## src/rtl/imem_loader.sv

```systemverilog
`timescale 1ns/1ps
// imem_loader: boot-time loader that streams a length-prefixed little-endian image into instruction memory
// and holds the core in reset until the image is complete. Define LOADER_CHECKSUM_EN to require an XOR trailer byte.
module imem_loader #(
    parameter int          DEPTH_WORDS    = 256,
    parameter logic [31:0] BASE_ADDR      = 32'h0000_0000,
    parameter int          TIMEOUT_CYCLES = 100000
) (
    input  logic        CLK,
    input  logic        reset,
    input  logic        reload,
    input  logic        byte_valid,
    input  logic [7:0]  byte_data,
    output logic        byte_ready,
    output logic        imem_we,
    output logic [31:0] imem_addr,
    output logic [31:0] imem_wdata,
    output logic        core_reset,
    output logic        load_done,
    output logic        load_error,
    output logic [2:0]  o_dbg_state
);

    typedef enum logic [2:0] {
        ST_LEN0  = 3'd0,
        ST_LEN1  = 3'd1,
        ST_DATA  = 3'd2,
        ST_WRITE = 3'd3,
        ST_DONE  = 3'd4,
        ST_ERR   = 3'd5
`ifdef LOADER_CHECKSUM_EN
        , ST_CSUM = 3'd6
`endif
    } state_t;

`ifdef LOADER_CHECKSUM_EN
    localparam state_t ST_AFTER_PAYLOAD = ST_CSUM;
`else
    localparam state_t ST_AFTER_PAYLOAD = ST_DONE;
`endif
    localparam logic [16:0] LP_DEPTH   = 17'(DEPTH_WORDS);
    localparam logic [31:0] LP_TIMEOUT = 32'(TIMEOUT_CYCLES);

    state_t      r_state;
    state_t      w_state_next;
    logic [15:0] r_count;
    logic [15:0] r_word_idx;
    logic [1:0]  r_byte_idx;
    logic [31:0] r_word;
    logic [31:0] r_idle;
    logic        w_xfer;
    logic        w_csum_state;
    logic        w_idle_state;
    logic        w_timeout;
    logic        w_last_word;
    logic        w_reload;
    logic [16:0] w_len;
    logic [31:0] w_idle_next;

    // Handshake: a byte transfers on the rising CLK edge where byte_valid && byte_ready. byte_ready is decoded
    // from r_state alone, so a source may hold byte_valid high through WRITE stalls without losing data.
`ifdef LOADER_CHECKSUM_EN
    logic [7:0] r_xor;
    assign w_csum_state = (r_state == ST_CSUM);
`else
    assign w_csum_state = 1'b0;
`endif

    assign byte_ready   = (r_state == ST_LEN0) || (r_state == ST_LEN1) || (r_state == ST_DATA) || w_csum_state;
    assign w_xfer       = byte_valid && byte_ready;
    assign w_idle_state = (r_state == ST_LEN1) || (r_state == ST_DATA) || w_csum_state;
    assign w_idle_next  = r_idle + 32'd1;
    assign w_timeout    = (LP_TIMEOUT != 32'd0) && w_idle_state && !w_xfer && (w_idle_next >= LP_TIMEOUT);
    assign w_len        = {1'b0, byte_data, r_count[7:0]};
    assign w_last_word  = ((r_word_idx + 16'd1) == r_count);
    assign w_reload     = reload && ((r_state == ST_DONE) || (r_state == ST_ERR));

    always_ff @(posedge CLK or posedge reset) begin
        if (reset) begin
            r_state <= ST_LEN0;
        end else begin
            r_state <= w_state_next;
        end
    end

    always_comb begin
        w_state_next = r_state;
        case (r_state)
            ST_LEN0: begin
                if (w_xfer) w_state_next = ST_LEN1;
            end
            ST_LEN1: begin
                if (w_xfer) begin
                    if (w_len[15:0] == 16'd0)  w_state_next = ST_AFTER_PAYLOAD;
                    else if (w_len > LP_DEPTH) w_state_next = ST_ERR;
                    else                       w_state_next = ST_DATA;
                end else if (w_timeout) begin
                    w_state_next = ST_ERR;
                end
            end
            ST_DATA: begin
                if (w_xfer) begin
                    if (r_byte_idx == 2'd3) w_state_next = ST_WRITE;
                end else if (w_timeout) begin
                    w_state_next = ST_ERR;
                end
            end
            ST_WRITE: begin
                w_state_next = w_last_word ? ST_AFTER_PAYLOAD : ST_DATA;
            end
            ST_DONE, ST_ERR: begin
                if (reload) w_state_next = ST_LEN0;
            end
`ifdef LOADER_CHECKSUM_EN
            ST_CSUM: begin
                if (w_xfer)         w_state_next = (byte_data == r_xor) ? ST_DONE : ST_ERR;
                else if (w_timeout) w_state_next = ST_ERR;
            end
`endif
            default: w_state_next = ST_LEN0;
        endcase
    end

    always_ff @(posedge CLK or posedge reset) begin
        if (reset) begin
            r_count    <= '0;
            r_word_idx <= '0;
            r_byte_idx <= '0;
            r_word     <= '0;
            r_idle     <= '0;
        end else begin
            r_idle <= (w_idle_state && !w_xfer) ? w_idle_next : 32'd0;
            case (r_state)
                ST_LEN0: begin
                    if (w_xfer) begin
                        r_count[7:0] <= byte_data;
                        r_word_idx   <= '0;
                        r_byte_idx   <= '0;
                    end
                end
                ST_LEN1: begin
                    if (w_xfer) r_count[15:8] <= byte_data;
                end
                ST_DATA: begin
                    if (w_xfer) begin
                        r_word[{r_byte_idx, 3'b000} +: 8] <= byte_data;
                        r_byte_idx <= r_byte_idx + 2'd1;
                    end
                end
                ST_WRITE: begin
                    r_word_idx <= r_word_idx + 16'd1;
                end
                ST_DONE, ST_ERR: begin
                    // Memory is left as-is on reload; only the loader's own bookkeeping restarts.
                    if (w_reload) begin
                        r_count    <= '0;
                        r_word_idx <= '0;
                        r_byte_idx <= '0;
                        r_word     <= '0;
                    end
                end
                default: ;
            endcase
        end
    end

`ifdef LOADER_CHECKSUM_EN
    always_ff @(posedge CLK or posedge reset) begin
        if (reset) begin
            r_xor <= '0;
        end else if (w_reload || (r_state == ST_LEN0 && w_xfer)) begin
            r_xor <= '0;
        end else if (r_state == ST_DATA && w_xfer) begin
            r_xor <= r_xor ^ byte_data;
        end
    end
`endif

    assign imem_we     = (r_state == ST_WRITE);
    assign imem_addr   = BASE_ADDR + {14'd0, r_word_idx, 2'b00};
    assign imem_wdata  = r_word;
    assign core_reset  = (r_state != ST_DONE);
    assign load_done   = (r_state == ST_DONE);
    assign load_error  = (r_state == ST_ERR);
    assign o_dbg_state = r_state;

endmodule

```

## config.mk

```make
export PLATFORM = sky130hd
export DESIGN_NAME = imem_loader
export DESIGN_NICKNAME = d
export VERILOG_FILES = /design/src/rtl/imem_loader.sv
export SDC_FILE = /design/constraint.sdc
export NUM_CORES = 1
export LEC_CHECK = 0
export CORE_AREA = 2 2 116 118
export DETAILED_ROUTE_END_ITERATION = 7
export DIE_AREA = 0 0 118 120
export GPL_TIMING_DRIVEN = 1
export HOLD_SLACK_MARGIN = 0.08
export PLACE_DENSITY = 0.63
export SYNTH_ARGS = -nofsm -noshare
export SYNTH_HDL_FRONTEND = slang
export SYNTH_SLANG_ARGS = --single-unit
```

## constraint.sdc

```tcl
create_clock -name CLK -period 3.4 [get_ports CLK]
set_input_delay 0.34 -clock CLK [delete_from_list [all_inputs] [get_ports CLK]]
set_output_delay 0.34 -clock CLK [all_outputs]
set_load 0.05 [all_outputs]
```

### Yosys cells after proc, flatten, opt, wreduce, memory -nomap -nowiden

Cells that the tools add are included.
W data, S select, Z words.

| operators by class | value |
|---|---|
| $add $sub $neg | 4 |
| $lt $le $gt $ge | 2 |
| equal/unequal tests | 14 |
| shifts and indexed selects | 2 |
| muxes and demuxes | 25 |
| reductions and logical operators | 23 |

Operator list:

| operator | count |
|---|---|
| $mux W32 | 3 |
| $pmux W32 S2 | 1 |
| $pmux W16 S3 | 1 |
| $add A32 B1 Y32 const B | 1 |
| $bwmux W32 | 1 |
| $ge A32 B17 Y1 const B | 1 |
| $mux W16 | 2 |
| $pmux W8 S2 | 2 |
| $shift A8 B7 Y32 const A | 1 |
| $shiftx A8 B7 Y32 | 1 |
| $mux W3 | 9 |
| $add A16 B1 Y16 const B | 1 |
| $eq A16 B16 Y1 | 1 |
| $gt A16 B9 Y1 const B | 1 |
| $logic_not A16 Y1 | 1 |
| $pmux W3 S5 | 1 |
| $reduce_and A3 Y1 | 5 |
| $ne A2 B2 Y1 const B | 5 |
| $mux W8 | 1 |
| $neg A5 Y7 | 1 |
| $eq A3 B2 Y1 const B | 2 |
| $eq A3 B3 Y1 const B | 2 |
| $mux W2 | 3 |
| $pmux W2 S3 | 1 |
| other kinds (13) | 22 |

| word-level totals | value |
|---|---|
| bits in registers | 101 |
| input bits | 12 |
| output and inout port bits | 72 |
| word-level logic and storage cells | 77 |

### Depth between registers and ports, before layout

Gate-level depths: netlist (run 1).

| depth | value |
|---|---|
| depth in word-level cells | 10 |
| depth in mapped cells | 9 |
| depth with buffers taken out | 8 |

### Worst setup path before layout (run 1)

No wires, ideal clock.

| timing | value |
|---|---|
| path type | reg-to-reg |
| from | register r_word_idx[2] |
| to | register r_state[1] (netlist: o_dbg_state[1]) |
| setup time | 0.141 ns |
| arrival | 2.704 ns |
| data required time | 3.259 ns |
| path slack | 0.555 ns |
| cell stages (with the launch flop) | 9 |
| path buffers | 1 |
| period minus slack after synthesis | 2.845 ns |
| path through | dfrtp_1 > buf_2 > nand3_1 > nor4_1 > xnor2_1 > nand3b_1 > or4_1 > a2111oi_0 > o22ai_1 |

| between the ends | value |
|---|---|
| word-level cells in the longest chain between the ends | 4 |

Ends and longest elaborated chain:

| what | line | text |
|---|---|---|
| start, declared | 47 | `logic [15:0] r_word_idx;` |
| start signal, assigned | 151 | `r_word_idx <= r_word_idx + 16'd1;` |
| $add A16 B1 Y16 | 75 | `assign w_last_word = ((r_word_idx + 16'd1) == r_count);` |
| $eq A16 B16 Y1 | 75 |  |
| $mux W3 | 109 | `w_state_next = w_last_word ? ST_AFTER_PAYLOAD : ST_DATA;` |
| $pmux W3 S5 | 88 | `case (r_state)` |
| end signal, assigned | 82 | `r_state <= w_state_next;` |
| end, declared | 44 | `state_t r_state;` |

Every way passes these cells.
A chain may end at the register's enable or synchronous reset.

### Final worst setup path (run 1)

| timing | value |
|---|---|
| from | register r_word_idx[5] |
| to | register r_state[1] (netlist: o_dbg_state[1]) |

The elaborated chain is that of the path after synthesis.

==> results of run 1 <==
cell type report:
class                   count  share of cell area (%)
repair buffers             74                    10.9
clock buffers               9                    3.35
inverters                  18                    1.04
flip-flops and latches    101                    37.6
multi-input cells         490                    42.6
well taps                 176                    3.28
clock inverters             7                    1.19
flip-flops by register name, summed over array words and instances (netlist names):
register,cells
r_word_idx,16
imem_wdata,32
r_idle,32
r_byte_idx,2
r_count,16
o_dbg_state,3
routing by layer:
metal | track usage [%] | share of wire [%] | up-vias
met5 | 0 | 0 | -
met1 | 27.6 | 46 | 2328
met2 | 32.6 | 47 | 122
met3 | 3.42 | 4.6 | 23
li1 | - | - | 2341
met4 | 7.08 | 2.1 | 0
cell families (layout without fill, tap and decap cells):
kind of cell	Yosys count	count (layout)	share of synthesized area, %
adder cells (fa/ha/maj)	8	8	1.77
flip-flops	101	101	44.7
other	1	16	0.0663
XOR/XNOR	53	53	8.21
multiplexers	2	2	0.354
AND/OR/NAND/NOR	273	273	23.4
buffers and inverters	68	108	5.66
AO/OA/AOI/OAI	138	138	15.8
metrics by stage:
| stage | hold WS [ps] | total power, mW | setup slack, ps |
|---|---|---|---|
| floorplan | 469 | 2.37 | 413 |
| global placement | 459 | 2.72 | 488 |
| detailed placement | 470 | 2.74 | 341 |
| CTS | 489 | 3.81 | 294 |
| global route | 516 | 4.01 | 29.9 |
| finish | 461 | 3.79 | 303 |
cells in the mapped netlist, types with 3 or more instances:
cell,instances,area (sq um)
nand4_1,14,87.6
nor4_1,14,87.6
o22ai_1,3,18.8
buf_2,4,20.0
o31ai_1,33,248
a2111oi_0,3,26.3
o21ai_0,53,265
or3_1,5,31.3
and4_1,4,35.0
and3_1,6,37.5
or4_1,5,37.5
nor2_1,62,233
nand3b_1,5,37.5
clkbuf_1,29,109
nand2b_1,7,43.8
ha_1,8,100
xnor2_1,33,289
xor2_1,20,175
o211ai_1,4,30.0
nand2_1,98,368
buf_4,16,120
a21oi_1,13,65.1
nor3_1,12,60.1
inv_1,18,67.6
nand4b_1,3,26.3
dfrtp_1,101,2530
o21ai_1,4,20.0
and2_1,3,18.8
nand3_1,25,125
report_power, final:
part	total (mW)	switching (mW)	internal, mW
Clock	1.07	0.487	0.583
Sequential	1.51	0.160	1.35
Combinational	1.21	0.829	0.383
how the worst min path moves through the flow:
stage                        start             end  slack (ps)  cells past startpoint
CTS                 imem_wdata[25]  imem_wdata[25]         490                      2
detailed placement  imem_wdata[15]  imem_wdata[15]         470                      2
global route        imem_wdata[18]  imem_wdata[18]         520                      2
floorplan                r_idle[0]       r_idle[0]         470                      1
global placement    imem_wdata[27]  imem_wdata[27]         460                      2
finish                       reset  r_word_idx[15]         460                      2
==> impl_metrics.yaml, run 1 <==
outcome:
  status: "finished, final reports clean"
setup_path:
  path_depth: 8
  crit_required_ps: 3620
  crit_slowest_cell: "dfrtp_1"
  crit_start: "r_word_idx[5]"
  worst_path_largest_cell_delay_ps: 590
  cp_top_family: "simple AND/OR/NAND/NOR gates"
  worstRegToRegCells: 8
  cp_cell_sequence: "nand3_1 > nor4_1 > xnor2_1 > nand3b_1 > or4_1 > a2111oi_0 > buf_4 > o22ai_1"
  regToRegSetupSlack_ps: 300
  rr_startpoint: "r_word_idx[5]"
  rr_endpoint: "o_dbg_state[1]"
  cp-end-kind: "flop"
  crit_arrival_ps: 3320
  worstSetupPathType: "flop to flop"
  cp_max_fo: 14
  worstPathBufferInverterCount: 1
  startpoint_type: "flop"
  endpoint: "o_dbg_state[1]"
timing:
  drv_slew: 0
  fin_crit_sh_pct: 91.1
  setup_tns_ps: 0
  min_period_ps: 3100
  finClkSkew_ps: 9.46
  max-slew-margin-rel_pct: 30.2
  setup_viol_count_final: 0
  rsz0062_at_grt: "no"
  hold_viol: 0
  worst_pin_slew_ps: 1040
  fmax_mhz: 323
yosys:
  synth_ff_type: "dfrtp_1"
  synth-seq-cells: 101
  async_reset_ff_share_pct: 100
  synthCells: 644
  synth-edff-count: 0
  avgSynthCellArea_sq_um: 8.78
  synth.cell_area_sq_mm: 0.00565
  yosysWarnings: 0
  ys_seq_area_share_pct: 44.7
  yosysUniqueCellTypes: 60
grt:
  grt_overflow: 0
  grt_usage_pct: 20.2
  grt_pass1_wl_mm: 23.2
  grt_start_max_net_pins: 58
  grt_pass1_vias: 4515
  antenna_found_initial: 0
cells_and_area:
  layout.nets: 714
  area_growth_pct: 18.9
  num-fill-cells: 1239
  regArea_sq_mm: 0.00253
  postLayoutCoreUtil_pct: 51.8
  antenna_cells: 0
  final_area_sq_mm: 0.00672
  layout_commonest_cell: "dfrtp_1"
  layout_common_cells: "101 x dfrtp_1, 98 x nand2_1, 67 x clkdlybuf4s50_1"
  drive_above_1_share_pct: 4.86
  multi_input_area_sq_mm: 0.00286
  instances_no_fill: 875
route:
  drt-total-wl_mm: 13.9
  via_count: 4814
  postRouteAntennaNets: 0
  drcViolationCount: 0
  drt_first_iter_violations: 370
  vias_per_cell: 5.50
  wl_per_cell_um: 15.9
  dr.pass1.iters: 5
clock_network:
  clk_pin_slew_ps: 80
  cts-root-buf: "clkbuf_16"
  cts_tree: "yes"
  cts_setup_buffers: 0
  holdBufCountCts: 0
  cts_sinks: 101
  cts_resized: 0
  clock_latency_ps: 350
  htreeDepth: 3
  cts_made_buffers: 9
  clockBufferDepth: 2
floorplan:
  core_sq_mm: 0.0130
  die_y_um: 120
  die_w_um: 118
  fp.dieArea_sq_mm: 0.0142
  std_cell_rows: 42
  io_pins: 84
  start_util_pct: 43.6
placed_design:
  place_congestion: 0.929
  post_dp_cell_area_sq_mm: 0.00642
  place_inst: 859
  port_buffers: 67
  dpl.hpwl_mm: 9.82
run:
  maxCapViolCount: 0
pwr:
  power.density_mw_per_mm2: 564
  ir_drop_v: 0.000580
  p_leak_nw: 2.70
min_path:
  hold_path_class: "primary input to async pin"
No activity file was read; power rests on OpenSTA's default activity.
==> inputs of run 2 (changes only) <==
==> constraint.sdc (replaced) <==
create_clock -name CLK -period 3.4 [get_ports CLK]
set_input_delay 0.68 -clock CLK [delete_from_list [all_inputs] [get_ports CLK]]
set_output_delay 0.68 -clock CLK [all_outputs]
set_load 0.05 [all_outputs]
==> run 2 against run 1 <==
Power rose by 2.0%. Global-route usage increased by 0.20 points. Fmax rose by 3.1%. Via count grew 0.42%. Largest cell class unchanged. Core utilization is 0.37 points higher. Critical endpoint unchanged. Die area unchanged. Final area rose by 0.71%. Critical path depth did not move. Sequential share of layout area down 0.26 points.
==> impl_metrics.yaml, run 2 (synthesis results as in run 1) <==
min_path:
  hold_path_depth: 2
  hold_path_class: "flop to flop"
  worstHoldEndpoint: "imem_wdata[25]"
  min_from: "imem_wdata[25]"
outcome:
  status: "finished, final reports clean"
clock_network:
  cts-root-buf: "clkbuf_16"
  htreeDepth: 3
  clockBufferDepth: 2
  cts_tree: "yes"
  cts_made_buffers: 9
  clock_latency_ps: 360
  cts_resized: 0
  cts_sinks: 101
  cts_setup_buffers: 0
  holdBufCountCts: 0
  clk_pin_slew_ps: 70
floorplan:
  core_sq_mm: 0.0130
  start_util_pct: 43.6
  fp.dieArea_sq_mm: 0.0142
  die_w_um: 118
  io_pins: 84
  die_y_um: 120
  std_cell_rows: 42
setup_path:
  cp-end-kind: "flop"
  crit_arrival_ps: 3220
  cp_top_family: "simple AND/OR/NAND/NOR gates"
  rr_startpoint: "r_word_idx[5]"
  worstSetupPathType: "flop to flop"
  crit_required_ps: 3620
  worstRegToRegCells: 8
  regToRegSetupSlack_ps: 400
  rr_endpoint: "o_dbg_state[1]"
  worstPathBufferInverterCount: 1
  crit_slowest_cell: "dfrtp_1"
  startpoint_type: "flop"
  cp_max_fo: 14
  cp_cell_sequence: "nand3_1 > nor4_1 > xnor2_1 > nand3b_1 > or4_1 > a2111oi_0 > buf_4 > o22ai_1"
  worst_path_largest_cell_delay_ps: 570
grt:
  grt_start_max_net_pins: 41
  grt_pass1_wl_mm: 23.3
  grt_pass1_vias: 4614
  antenna_found_initial: 0
  grt_overflow: 0
  grt_usage_pct: 20.4
run:
  maxCapViolCount: 0
cells_and_area:
  layout_common_cells: "101 x dfrtp_1, 98 x nand2_1, 66 x clkdlybuf4s50_1"
  layout.nets: 718
  antenna_cells: 0
  area_growth_pct: 19.7
  drive_above_1_share_pct: 5.41
  layout_commonest_cell: "dfrtp_1"
route:
  wl_per_cell_um: 16.1
  dr.pass1.iters: 8
  postRouteAntennaNets: 0
  drcViolationCount: 0
  drt_first_iter_violations: 359
  vias_per_cell: 5.50
  drt-total-wl_mm: 14.2
  via_count: 4834
pwr:
  switchingPower_mw: 1.47
  power.density_mw_per_mm2: 571
  p_leak_nw: 2.73
  ir_drop_v: 0.000534
  pwr-share-clk_pct: 29.4
  swShare_pct: 38.1
  intPower_mw: 2.39
  pwr-share-comb_pct: 32.2
  seqPwrFrac_pct: 38.4
  power.total_mw: 3.86
timing:
  min_period_ps: 3000
  max-slew-margin-rel_pct: 31.7
  whs_ps: 481
  rsz0062_at_grt: "no"
  drv_slew: 0
  fin_crit_sh_pct: 88.3
  setup_ws_ps: 397
  setup_tns_ps: 0
  finClkSkew_ps: 13.4
  fmax_mhz: 333
  worst_pin_slew_ps: 1020
  hold_viol: 0
  setup_viol_count_final: 0
placed_design:
  dpl.hpwl_mm: 9.96
  pre_cts_ws_ps: 362
  port_buffers: 67
  place_congestion: 0.903
==> run 2: changes by cell type in the layout (fill, tap and decap cells not counted) <==
cell and change:
clkbuf_1 +1, inv_6 -3, bufinv_16 +1, buf_4 +5, clkinv_2 -1, clkinv_4 +2, clkdlybuf4s50_1 -1
==> run 2: worst max-delay path by stage <==
stage | startpoint | slack [ps] | end | cells after the start
finish | r_word_idx[5] | 400 | o_dbg_state[1] | 8
global route | r_word_idx[5] | 100 | o_dbg_state[1] | 8
CTS | r_word_idx[5] | 350 | o_dbg_state[1] | 8
detailed placement | r_word_idx[5] | 360 | o_dbg_state[1] | 8
global placement | r_word_idx[5] | 460 | o_dbg_state[1] | 8
floorplan | reset | 70 | imem_wdata[0] | 1
==> run 2: through the flow <==
step	cells	util (%)	area (sq um)
after detailed placement	863	49.6	6440
after global placement	863	49.6	6440
after CTS	879	52.1	6770
after floorplan	659	-	5710
after global routing	879	52.1	6770
final	879	52.1	6770
==> run 2: tightest hold or removal path, delay by kind of cell (launching register included) <==
kind | cells | cell delay (ps)
flip-flops | 1 | 340
AND/OR/NAND/NOR | 1 | 50
AO/OA/AOI/OAI | 1 | 60
==> run 2: metal layers <==
metal	GRT usage, %	vias up	wire, um
li1	-	2351	-
met1	27.3	2333	6460
met2	32.7	131	6720
met3	3.61	19	685
met4	8.89	0	284
met5	0	-	0
==> run 2: power by group through the flow <==
stage / Clock, mW / Combinational, mW / Sequential [mW]
finish: 1.13 / 1.24 / 1.48
global route: 1.21 / 1.35 / 1.51
CTS: 1.16 / 1.25 / 1.49
detailed placement: 0 / 1.24 / 1.51
global placement: 0 / 1.23 / 1.50
floorplan: 0 / 0.717 / 1.66
==> run 2: area by class of cell <==
class	count	area [sq um]
Inverter	18	70.1
Sequential cell	101	2530
Fill cell	1224	6210
Timing Repair Buffer	78	763
Tap cell	176	220
Clock inverter	6	96.3
Clock buffer	10	229
Multi-Input combinational cell	490	2860
